===== src/rtl/sync_dual_port_sram_param.sv =====
// Simple dual-port synchronous SRAM with lane write enables, selectable
// read-during-write policy and a sequenced post-reset clear sweep.
module sync_dual_port_sram_param #(
  parameter int              DATA_W   = 16,
  parameter int              LANE_W   = 8,
  parameter int              ADDR_W   = 4,
  parameter int              RDW_MODE = 0,
  parameter logic [DATA_W-1:0] INIT_VAL = '0,
  localparam int             NLANES   = DATA_W / LANE_W
) (
  input  logic              clk,
  input  logic              rst,
  input  logic              we,
  input  logic [ADDR_W-1:0] w_addr,
  input  logic [DATA_W-1:0] w_data,
  input  logic [NLANES-1:0] w_be,
  input  logic              re,
  input  logic [ADDR_W-1:0] r_addr,
  output logic [DATA_W-1:0] r_data,
  output logic              r_valid,
  output logic              init_busy
);

  localparam int DEPTH = 2 ** ADDR_W;
  localparam logic [ADDR_W-1:0] LAST_ADDR = ADDR_W'(DEPTH - 1);

  typedef enum logic {CLEAR, READY} state_e;

  state_e              state_q, state_d;
  logic [ADDR_W-1:0]   clr_q, clr_d;
  logic [DATA_W-1:0]   mem_q [DEPTH];
  logic [DATA_W-1:0]   rd_old, rd_word;
  logic [DATA_W-1:0]   r_data_q, r_data_d;
  logic                r_valid_q, r_valid_d;
  logic                rdy;

  assign rdy = (state_q == READY);

  always_ff @(posedge clk) begin
    if (rst) begin
      state_q <= CLEAR;
      clr_q   <= '0;
    end else begin
      state_q <= state_d;
      clr_q   <= clr_d;
    end
  end

  always_comb begin
    state_d = state_q;
    clr_d   = clr_q;
    if (state_q == CLEAR) begin
      clr_d = clr_q + ADDR_W'(1);
      if (clr_q == LAST_ADDR) state_d = READY;
    end
  end

  // Storage has no reset so it can map onto a macro; the sweep clears it.
  always_ff @(posedge clk) begin
    if (!rst) begin
      if (!rdy) begin
        mem_q[clr_q] <= INIT_VAL;
      end else if (we) begin
        for (int k = 0; k < NLANES; k++)
          if (w_be[k]) mem_q[w_addr][k*LANE_W +: LANE_W] <= w_data[k*LANE_W +: LANE_W];
      end
    end
  end

  assign rd_old = mem_q[r_addr];

  generate
    if (RDW_MODE == 1) begin : g_new
      logic hit;
      assign hit = we && (w_addr == r_addr);
      for (genvar k = 0; k < NLANES; k++) begin : g_lane
        assign rd_word[k*LANE_W +: LANE_W] = (hit && w_be[k]) ? w_data[k*LANE_W +: LANE_W]
                                                             : rd_old[k*LANE_W +: LANE_W];
      end
    end else begin : g_old
      assign rd_word = rd_old;
    end
  endgenerate

  always_comb begin
    r_data_d  = r_data_q;
    r_valid_d = 1'b0;
    if (rdy && re) begin
      r_data_d  = rd_word;
      r_valid_d = 1'b1;
    end
  end

  always_ff @(posedge clk) begin
    if (rst) begin
      r_data_q  <= '0;
      r_valid_q <= 1'b0;
    end else begin
      r_data_q  <= r_data_d;
      r_valid_q <= r_valid_d;
    end
  end

  assign r_data    = r_data_q;
  assign r_valid   = r_valid_q;
  assign init_busy = !rdy;

endmodule


===== config.mk =====
export PLATFORM = sky130hd
export DESIGN_NAME = sync_dual_port_sram_param
export DESIGN_NICKNAME = d
export VERILOG_FILES = /design/src/rtl/sync_dual_port_sram_param.sv
export SDC_FILE = /design/constraint.sdc
export NUM_CORES = 1
export LEC_CHECK = 0
export CAP_MARGIN = 10
export CORE_MARGIN = 2
export CORE_UTILIZATION = 60
export CTS_CLUSTER_SIZE = 40
export DETAILED_ROUTE_END_ITERATION = 8
export DONT_BUFFER_PORTS = 1
export PLACE_DENSITY = 0.79
export SYNTH_ARGS = -nofsm -noshare
export SYNTH_HDL_FRONTEND = slang
export SYNTH_SLANG_ARGS = --single-unit

===== constraint.sdc =====
create_clock -name clk -period 7.1 [get_ports clk]
set_input_delay 0.355 -clock clk [delete_from_list [all_inputs] [get_ports clk]]
set_output_delay 0.355 -clock clk [all_outputs]
set_load 0.02 [all_outputs]

* Word-level counts from Yosys, hierarchy flattened *
Memory sizes are Yosys's and may differ from the RTL's. A register that Yosys moved wholly into a read port is not among the register bits.
Cells that the tools add are included.

cells by class
  add/sub/neg operators = 1
  $mul = 0
  divide/modulo/power cells = 0
  magnitude comparators = 0
  equal/unequal tests = 1
  shift operators = 0
  muxes and demuxes = 19
  bitwise operators = 0
  reduce and logical (&&, ||, !) cells = 3

operators by type and width
  operator                                                        count
  1-bit 2-to-1 mux                                                16
  16-bit 2-to-1 mux                                               1
  16-bit OR reduction                                             1
  4-bit by 1-bit adder with 4-bit output (second input constant)  1
  4-bit == test (second input constant)                           1
  4-bit 2-to-1 mux                                                1
  2-bit 2-to-1 mux                                                1
  1-bit logical AND                                               1
  1-bit logical NOT                                               1

word-level totals
  register bits = 6
  latch bits = 0
  memory bits (writable) = 256
  bits in read-only memories = 0
  output and inout port bits = 18
  memories = 1

memories
  name   words  width  rd ports  clocked after memory_dff  wr ports  RTL line  text
  mem_q  16     16     1         1                         1         31        logic [DATA_W-1:0] mem_q [DEPTH];

* Logic depth before layout (Yosys ltp) *
Gate-level depths: netlist (run 1).

  word-level depth = 7
  mapped depth = 7

* Least setup slack after synthesis (run 1) *
OpenSTA, ideal clock, no wires.

  path type = reg2reg
  start point = reg state_q (netlist: rdy)
  end point = mem mem_q[11][0] (enable)
  arrival time = 2215 ps
  data required time = 6717 ps
  setup slack = 4501 ps
  cell stages (with the launch flop) = 7
  buffers on the path = 2
  clock period less this slack = 2599 ps
  cell sequence = dfxtp_1 buf_4 inv_2 nor4b_4 buf_6 mux2_4 nor3_1

on the way
  longest elaborated chain between the ends = 5

RTL lines
  element                                                         RTL line  text
  from (decl)                                                     29        state_e state_q, state_d;
  from (signal assigned)                                          44        state_q <= state_d;
  1-bit 2-to-1 mux                                                61        if (!rdy) begin
  1-bit 2-to-1 mux                                                60        if (!rst) begin
  1-bit 2-to-1 mux (implied by the code)                          65        if (w_be[k]) mem_q[w_addr][k*LANE_W +: LANE_W] <= w_data[k*LANE_W +: LANE_W];
  16-bit OR reduction (no line)                                   --
  4-bit 2-to-1 mux (no line) or 2-bit 2-to-1 mux (tied branches)  --
  to (decl)                                                       31

Several ways; a longest one is shown, not always the timed one.

* Final worst setup path (run 1) *
  start point = reg state_q (netlist: rdy)
  end point = mem mem_q[15][6] (enable)

The elaborated chain is that of the path after synthesis.

==> flow_summary.json, run 1 <==
{
  "drive_above_1_share": 0.241,
  "cellPowerDensity_mw_per_mm2": 282,
  "fillers": 1111,
  "grt_pass1_wl_um": 33600,
  "antennaDiodeCount": 0,
  "max_slew_margin": 0.158,
  "crit_type": "flip-flop to flip-flop",
  "crit_path_start_kind": "flip-flop",
  "syn_to_final_growth_pct": 10.1,
  "p_switching_mw": 0.628,
  "cp.arrival_ns": 3.69,
  "switching_share": 0.186,
  "layout_setup_ws_ns": 3.55,
  "postCtsHoldBufs": 1,
  "syn-cell-area_mm2": 0.0109,
  "cts_buffers": 26,
  "finalCriticalPeriod_ns": 3.55,
  "cts-resized-gates": 0,
  "path_max_fanout": 17,
  "first_pass_iters": 5,
  "dpl.hpwl_um": 13700,
  "nets": 572,
  "io_pins": 48,
  "wl_met1_um": 9120,
  "required_ns": 7.24,
  "synth_nets": 568,
  "worstPathCellList": "inv_2 > nor4b_4 > buf_4 > mux2_1 > nor3_1",
  "wl_met2_um": 10400,
  "seqPwrFrac": 0.528,
  "routedWlPerCell_um": 27.6,
  "synth_area_per_cell_um2": 20.3,
  "share_comb_of_total_power": 0.029,
  "grt-ovfl-total": 0,
  "synth_cell_types": 37,
  "intPower_mw": 2.76,
  "rows": 49,
  "multi_input_area_mm2": 0.00262,
  "path_buf_inv": 2,
  "cts_tree": "yes",
  "gp_congestion": 0.837,
  "post_cts_buffers": 0,
  "grt_max_degree": 68,
  "dieArea_mm2": 0.0193,
  "cts_sinks": 278,
  "cts_max_level": 1,
  "tightest_slew_ns": 1.25,
  "ys_seq_area_frac": 0.744,
  "outcome": "finished clean",
  "portBuffers": 0,
  "avgViaCountPerCell": 6.59,
  "chipWidth_um": 139,
  "hold_violations": 0,
  "grt_util_all_layers": 0.233,
  "drv_cap": 0,
  "p_clk_frac": 0.443,
  "setup_viol": 0,
  "final_common_cell": "edfxtp_1",
  "core_mm2": 0.0179,
  "wirelength_um": 21800,
  "dr.max_layer_used": "met4",
  "num_vias": 5206,
  "rsz0062_at_grt": "false",
  "cpPeakStageDelay_ns": 0.97,
  "hold_path.class": "input pin to flip-flop",
  "cp-end-kind": "flip-flop",
  "dr_wl_met3_um": 1860,
  "ant_nets": 0,
  "antenna_found_initial": 0,
  "slew_violations": 0,
  "drc": 0,
  "total_power_mw": 3.39,
  "place_ws_ns": 3.55,
  "first_global_vias": 5341,
  "place_area_mm2": 0.0111,
  "skew_ns": 0.00954,
  "crit_path_top_delay_cell": "nor3_1",
  "final_cell_mix": "edfxtp_1 (256), mux4_2 (62), nor3_1 (28), clkbuf_16 (28), mux2i_1 (23)",
  "final_area_mm2": 0.0120,
  "initial_core_util": 0.610,
  "die_h_um": 139,
  "drt_iter0_drc": 537,
  "synthCells": 537,
  "insertion_delay_ns": 0.52,
  "cts.clk_slew.worst_paths_ns": 0.06,
  "p_leak_nw": 4.16,
  "seq_area_mm2": 0.00813,
  "clockBufferDepth": 3,
  "cpLargestDelayFamily": "simple AND/OR/NAND/NOR gates",
  "ys_ff_latch": 278,
  "yosys_warnings": 0,
  "clock-root-buffer": "clkbuf_16",
  "fin_crit_sh": 0.501,
  "tns_ns": 0,
  "timing.fmax_mhz": 281,
  "ir_drop_mv": 0.274
}
logic make-up after synthesis:
family | share of synthesized area
simple gates | 0.0430
xor+xnor | 0.00241
flops | 0.744
mux | 0.170
fa+ha+maj | 0.00115
buf+inv | 0.0159
compound gates | 0.0228
sequential cells by signal, summed over array words and instances, names as in the netlist:
| signal | count |
|---|---|
| mem_q | 256 |
| r_data | 16 |
| clr_q | 4 |
| r_valid | 1 |
| rdy | 1 |
synth_stat cells (all sizes together):
cell type,number,share of area
nor4b,1,0.0022
nand2b,2,0.0011
a221o,1,0.00092
ha,1,0.0011
nor3,32,0.017
inv,1,0.00034
xor2,2,0.0016
clkbuf,7,0.0025
mux4,62,0.13
nand2,7,0.0024
o21ai,15,0.0069
and3b,1,0.00080
a22oi,15,0.010
dfxtp,22,0.040
o221a,1,0.0010
xnor2,1,0.00080
edfxtp,256,0.70
and2,17,0.0097
buf,22,0.013
nand3,1,0.00046
a2111oi,1,0.00080
mux2i,25,0.024
a21o,2,0.0014
a31oi,1,0.00057
nor2,10,0.0034
a21oi,2,0.00092
mux2,18,0.019
nor2b,10,0.0057
nand4,1,0.00057
routing by layer:
| layer | vias to the layer above | track usage |
|---|---|---|
| met5 | - | 0 |
| met4 | 0 | 0.0728 |
| met3 | 33 | 0.0494 |
| met2 | 273 | 0.348 |
| met1 | 2685 | 0.357 |
| li1 | 2215 | - |
worst paths after layout:
| check | start | to | slack (ns) | depth (start not counted) |
|---|---|---|---|---|
| setup / recovery | rdy$_SDFF_PP0_ | mem_q[15][6]$_DFFE_PP_ | 3.55 | 5 |
| hold / removal | r_addr[1] | r_data[10]$_SDFFE_PP0P_ | 0.05 | 2 |
| setup reg to reg | rdy$_SDFF_PP0_ | mem_q[15][6]$_DFFE_PP_ | 3.55 | 5 |
| hold reg to reg | clr_q[3]$_SDFFE_PP0N_ | rdy$_SDFF_PP0_ | 0.60 | 2 |
metrics by stage:
step | cells | hold WS, ns | util
after global routing | 790 | 0.0480 | 0.672
after CTS | 788 | 0.0238 | 0.671
after floorplan | 537 | 0.506 | -
after global placement | 739 | 0.427 | 0.617
after detailed placement | 739 | 0.430 | 0.617
final | 790 | 0.0469 | 0.672
power groups by stage:
stage	combinational [mW]	clock [mW]	sequential (mW)
after floorplan	0.0963	0	1.82
after global placement	0.0914	0	1.82
after detailed placement	0.0943	0	1.82
after CTS	0.0959	1.51	1.79
after global routing	0.102	1.57	1.79
final	0.0966	1.50	1.79
area by class of cell:
class | count | area share
Clock buffer | 38 | 0.0664
Clock inverter | 10 | 0.0126
Inverter | 1 | 0.000312
Multi-Input combinational cell | 229 | 0.218
Sequential cell | 278 | 0.676
Tap cell | 229 | 0.0238
Timing Repair Buffer | 5 | 0.00312
Note: power is estimated with default switching activity, not from simulation.
==> run 2, diff against run 1 <==
--- a/config.mk
+++ b/config.mk
@@ -5,13 +5,14 @@
 export SDC_FILE = /design/constraint.sdc
 export NUM_CORES = 1
 export LEC_CHECK = 0
+export ABC_AREA = 1
 export CAP_MARGIN = 10
 export CORE_MARGIN = 2
-export CORE_UTILIZATION = 60
+export CORE_UTILIZATION = 57
 export CTS_CLUSTER_SIZE = 40
 export DETAILED_ROUTE_END_ITERATION = 8
 export DONT_BUFFER_PORTS = 1
-export PLACE_DENSITY = 0.79
+export PLACE_DENSITY = 0.78
 export SYNTH_ARGS = -nofsm -noshare
 export SYNTH_HDL_FRONTEND = slang
 export SYNTH_SLANG_ARGS = --single-unit
==> constraint.sdc (replaced) <==
create_clock -name clk -period 3.05 [get_ports clk]
set_input_delay 0.1525 -clock clk [delete_from_list [all_inputs] [get_ports clk]]
set_output_delay 0.1525 -clock clk [all_outputs]
set_load 0.02 [all_outputs]
==> flow_summary.json, run 2 <==
{
  "r2r_setup_slack_ns": 0.65,
  "final_cells": 1394,
  "tightest_slew_ns": 1.19,
  "final_common_cell": "nand2_1",
  "syn-cell-area_mm2": 0.0115,
  "cp-end-kind": "flip-flop",
  "drive_above_1_share": 0.0872,
  "ys.flop_type": "edfxtp_1",
  "drt_iter0_drc": 939,
  "largest_reg_flops": 256,
  "drv_cap": 0,
  "slew_violations": 0,
  "wirelength_um": 27200,
  "synth_area_per_cell_um2": 10.7,
  "netlist_top_cells_area": "edfxtp_1 (67%), nand2_1 (12%), nand3_1 (9.1%), dfxtp_1 (3.8%), nor2_1 (2.8%)",
  "fin_crit_sh": 0.804,
  "syn_to_final_growth_pct": 11.2,
  "chipWidth_um": 146,
  "insertion_delay_ns": 0.53,
  "drc": 0,
  "gp_congestion": 0.872,
  "routedWlPerCell_um": 19.5,
  "cts_max_level": 1,
  "post_cts_buffers": 0,
  "cpPeakStageDelay_ns": 0.71,
  "hold_violations": 0,
  "outcome": "finished clean",
  "yosysMostFrequentCell": "nand2_1",
  "cts_buffers": 27,
  "avgViaCountPerCell": 5.76,
  "ir_drop_mv": 0.474,
  "crit_type": "input pin to flip-flop",
  "crit_path_top_delay_cell": "dlymetal6s4s_1",
  "yosysTopAreaCellShare": 0.666,
  "io_pins": 48,
  "cts_tree": "yes",
  "hold_path.class": "input pin to flip-flop",
  "rsz0062_at_grt": "false",
  "cpLargestDelayFamily": "simple AND/OR/NAND/NOR gates",
  "initial_core_util": 0.576,
  "nets": 1136,
  "cts.clk_slew.worst_paths_ns": 0.06,
  "rows": 52,
  "ys_seq_area_frac": 0.704,
  "antennaDiodeCount": 0,
  "place_inst": 1340,
  "portBuffers": 0,
  "timing.fmax_mhz": 408,
  "cts_sinks": 278,
  "yosys-top-cells-count": "nand2_1 (374), edfxtp_1 (256), nand3_1 (210)",
  "max_slew_margin": 0.208,
  "fillers": 1552,
  "skew_ns": 0.0103,
  "largest-register": "mem_q",
  "grt_max_degree": 130,
  "finalCriticalPeriod_ns": 2.45,
  "synth_edf_count": 256,
  "required_ns": 3.21,
  "cpMostUsedCell": "nor2_1",
  "antenna_found_initial": 0,
  "grt-ovfl-total": 0,
  "final_cell_mix": "nand2_1 (374), edfxtp_1 (256), nand3_1 (210), nor2_1 (85), buf_4 (47)",
  "clockBufferDepth": 3,
  "tns_ns": 0,
  "dpl.hpwl_um": 17100,
  "synth_top_cell_by_area": "edfxtp_1",
  "worstPathCellList": "dlymetal6s4s_1 > inv_2 > nand2_2 > nor2_4 > o21ai_2 > o21ai_0 > nor2_1 > nand2_1 > nor2_1",
  "p_leak_nw": 5.14,
  "setup_viol": 0,
  "synth_nets": 1112,
  "num_vias": 8028,
  "path_max_fanout": 21,
  "die_h_um": 146,
  "synthCells": 1081,
  "ant_nets": 0,
  "clock-root-buffer": "clkbuf_16",
  "cp.arrival_ns": 2.61,
  "grt_util_all_layers": 0.256,
  "yosys_warnings": 0,
  "core_mm2": 0.0200,
  "cellPowerDensity_mw_per_mm2": 580,
  "first_global_vias": 7760,
  "synth_cell_types": 22,
  "grt_pass1_wl_um": 42000,
  "async_reset_ff_frac": 0,
  "crit_path_start_kind": "input pin",
  "first_pass_iters": 5,
  "dieArea_mm2": 0.0214,
  "ys_ff_latch": 278,
  "path_buf_inv": 2
}
## run 2: layer usage
layer  global-route usage  wire (um)
met1                0.350      10700
met2                0.432      13400
met3               0.0331       2290
met4               0.0859        869
met5                    0          0
## run 2: cells by family after synthesis
family | synth area share
simple gates | 0.251
compound gates | 0.00520
buf+inv | 0.0391
fa+ha+maj | 0.00108
flops | 0.704
## run 2: worst paths after layout
path | startpoint | endpoint | cells past startpoint
setup / recovery | rst | mem_q[12][3]$_DFFE_PP_ | 9
hold reg to reg | rdy$_SDFF_PP0_ | clr_q[0]$_SDFFE_PP0N_ | 1
setup reg to reg | rdy$_SDFF_PP0_ | mem_q[12][3]$_DFFE_PP_ | 8
hold / removal | r_addr[2] | r_data[1]$_SDFFE_PP0P_ | 6
## run 2: per-stage QoR
stage	total power, mW	cell area (um2)	hold WS [ns]	util	setup WS (ns)
floorplan	4.50	11500	0.297	-	1.13
global placement	4.54	12000	0.230	0.599	0.806
detailed placement	4.55	12000	0.230	0.599	0.727
CTS	7.45	12800	0.00237	0.640	0.325
global route	7.63	12800	0.0369	0.641	0.328
finish	7.44	12800	0.0199	0.641	0.596
## run 2: report_power, final
group	total, mW	internal [mW]	leakage [nW]	switching (mW)
combinational	0.330	0.101	1.88	0.229
sequential	4.16	4.15	2.89	0.0121
clock	2.95	1.62	0.372	1.33
## run 2: worst reg2reg max path: cells and delay by family (launching register included)
kind	cells	cell delay, ns
simple gates	6	1.30
flops	1	0.43
compound gates	2	0.30
## run 2: what timing repair did
action                     4_1_cts  5_1_grt
setup endpoints to repair        0        8
hold buffers                     6        0
gates resized for setup          0        1
hold endpoints to repair        25        0
## run 2: cell type report
class	count	area (um2)	share of cell area
Clock buffer	34	702	0.0547
Clock inverter	14	66.3	0.00517
Inverter	48	181	0.0141
Multi-Input combinational cell	695	2970	0.231
Sequential cell	278	8130	0.633
Tap cell	270	338	0.0263
Timing Repair Buffer	55	455	0.0355
==> run 3, diff against run 2 <==
--- a/config.mk
+++ b/config.mk
@@ -5,7 +5,7 @@
 export SDC_FILE = /design/constraint.sdc
 export NUM_CORES = 1
 export LEC_CHECK = 0
-export ABC_AREA = 1
+export ABC_AREA = 0
 export CAP_MARGIN = 10
 export CORE_MARGIN = 2
 export CORE_UTILIZATION = 57
==> constraint.sdc (replaced) <==
create_clock -name clk -period 2.1 [get_ports clk]
set_input_delay 0.105 -clock clk [delete_from_list [all_inputs] [get_ports clk]]
set_output_delay 0.105 -clock clk [all_outputs]
set_load 0.02 [all_outputs]
==> flow_summary.json, run 3 (synthesis results as in run 1) <==
{
  "drive_above_1_share": 0.370,
  "cts_buffers": 26,
  "path_buf_inv": 4,
  "layout_setup_ws_ns": -0.130,
  "antenna_found_initial": 1,
  "core_mm2": 0.0188,
  "drt_iter0_drc": 557,
  "io_pins": 48,
  "final_common_cell": "edfxtp_1",
  "fillers": 1067,
  "cpPeakStageDelay_ns": 0.45,
  "first_global_vias": 5793,
  "violations": "negative setup slack",
  "grt_pass1_wl_um": 35000,
  "chipWidth_um": 142,
  "die_h_um": 142,
  "gp_congestion": 0.809,
  "cpMostUsedCell": "buf_4",
  "crit_path_start_kind": "flip-flop",
  "hold_ws_ns": 0.0191,
  "path_max_fanout": 8,
  "drv_cap": 0,
  "crit_type": "flip-flop to flip-flop",
  "cts_max_level": 1,
  "clock-root-buffer": "clkbuf_16",
  "cpLargestDelayFamily": "buffers and inverters",
  "hold_violations": 0,
  "skew_ns": 0.0113,
  "cellPowerDensity_mw_per_mm2": 863,
  "fin_crit_sh": 1.06,
  "num_vias": 5638,
  "largest_reg_flops": 256,
  "required_ns": 2.38,
  "dpl.hpwl_um": 13700,
  "worstPathCellList": "inv_8 > nor4b_4 > buf_4 > mux2i_2 > buf_4 > nor3_2 > buf_4",
  "clockBufferDepth": 3,
  "grt_max_degree": 67,
  "dieArea_mm2": 0.0203,
  "cp.arrival_ns": 2.51,
  "cts_sinks": 278,
  "routedWlPerCell_um": 26.6,
  "grt_util_all_layers": 0.235,
  "avgViaCountPerCell": 6.44,
  "insertion_delay_ns": 0.53,
  "first_pass_iters": 5,
  "cts.clk_slew.worst_paths_ns": 0.06,
  "fin_util": 0.701,
  "rows": 50,
  "tightest_slew_ns": 0.740,
  "nets": 651,
  "syn_to_final_growth_pct": 20.4,
  "initial_core_util": 0.582,
  "hold_path.class": "input pin to flip-flop",
  "timing.fmax_mhz": 449,
  "outcome": "finished with violations",
  "max_slew_margin": 0.506,
  "grt-ovfl-total": 0,
  "slew_violations": 0,
  "largest-register": "mem_q",
  "wirelength_um": 23300,
  "final_cell_mix": "edfxtp_1 (256), mux4_2 (62), buf_4 (54), clkbuf_16 (27)",
  "drc": 0,
  "cp-end-kind": "flip-flop",
  "setup_viol": 118,
  "cts_tree": "yes",
  "p_leak_nw": 4.74,
  "portBuffers": 0,
  "ant_nets": 0,
  "ir_drop_mv": 0.788,
  "crit_path_top_delay_cell": "mux2i_2",
  "rsz0062_at_grt": "true",
  "finalCriticalPeriod_ns": 2.23
}
==> run 3: tightest hold or removal path: stages <==
cell     delay [ns]
mux4_2         0.22
mux2i_1        0.07
o21ai_0        0.12
==> run 3: path summary, 6_finish.rpt <==
check                                          endpoint  slack, ns  cells after the start             startpoint
worst max-delay path              mem_q[1][7]$_DFFE_PP_      -0.13                      7         rdy$_SDFF_PP0_
worst min-delay path            r_data[14]$_SDFFE_PP0P_       0.02                      3              r_addr[3]
worst max register to register    mem_q[1][7]$_DFFE_PP_      -0.13                      7         rdy$_SDFF_PP0_
worst min register to register    clr_q[3]$_SDFFE_PP0N_       0.63                      2  clr_q[3]$_SDFFE_PP0N_
==> run 3: metrics by stage <==
stage	instance area, um2	TNS (ns)	std cells	total power [mW]	worst slack, ns
after CTS	13000	-5.18	864	11.4	-0.0888
after detailed placement	11900	-4.44	801	6.56	-0.115
after floorplan	11200	-28.03	537	6.52	-0.206
after global placement	11900	-0.720	801	6.55	-0.0359
final	13200	-7.69	875	11.4	-0.130
after global routing	13100	-17.56	874	11.6	-0.200
==> run 3: cell type report <==
type | instances | area (um2) | share of cell area
Clock inverter | 9 | 123 | 0.00932
Antenna cell | 1 | 2.50 | 0.000190
Clock buffer | 39 | 761 | 0.0578
Tap cell | 234 | 293 | 0.0223
Timing Repair Buffer | 84 | 885 | 0.0673
Multi-Input combinational cell | 229 | 2950 | 0.224
Inverter | 1 | 11.3 | 0.000856
Sequential cell | 278 | 8130 | 0.618
==> run 3: routing by layer <==
metal	vias up	track usage	wire, um
met1	2927	0.339	9390
met4	0	0.0740	623
met2	277	0.375	11400
li1	2379	-	-
met3	55	0.0414	1920
met5	-	0	0
==> run 3: what timing repair did <==
item                                    4_1_cts  5_1_grt
hold buffers                                 11        0
hold endpoints to repair                     27        0
pin swaps                                     3        4
endpoints found under the setup margin      144      232
gates cloned                                  0        0
gates resized for setup                       6       12
setup buffers                                 4       11
==> run 3: where the power goes <==
group | switching (mW) | internal (mW) | leakage, nW | total [mW]
combinational | 0.248 | 0.260 | 1.47 | 0.508
clock | 1.93 | 2.87 | 0.425 | 4.80
sequential | 0.0246 | 6.02 | 2.84 | 6.05
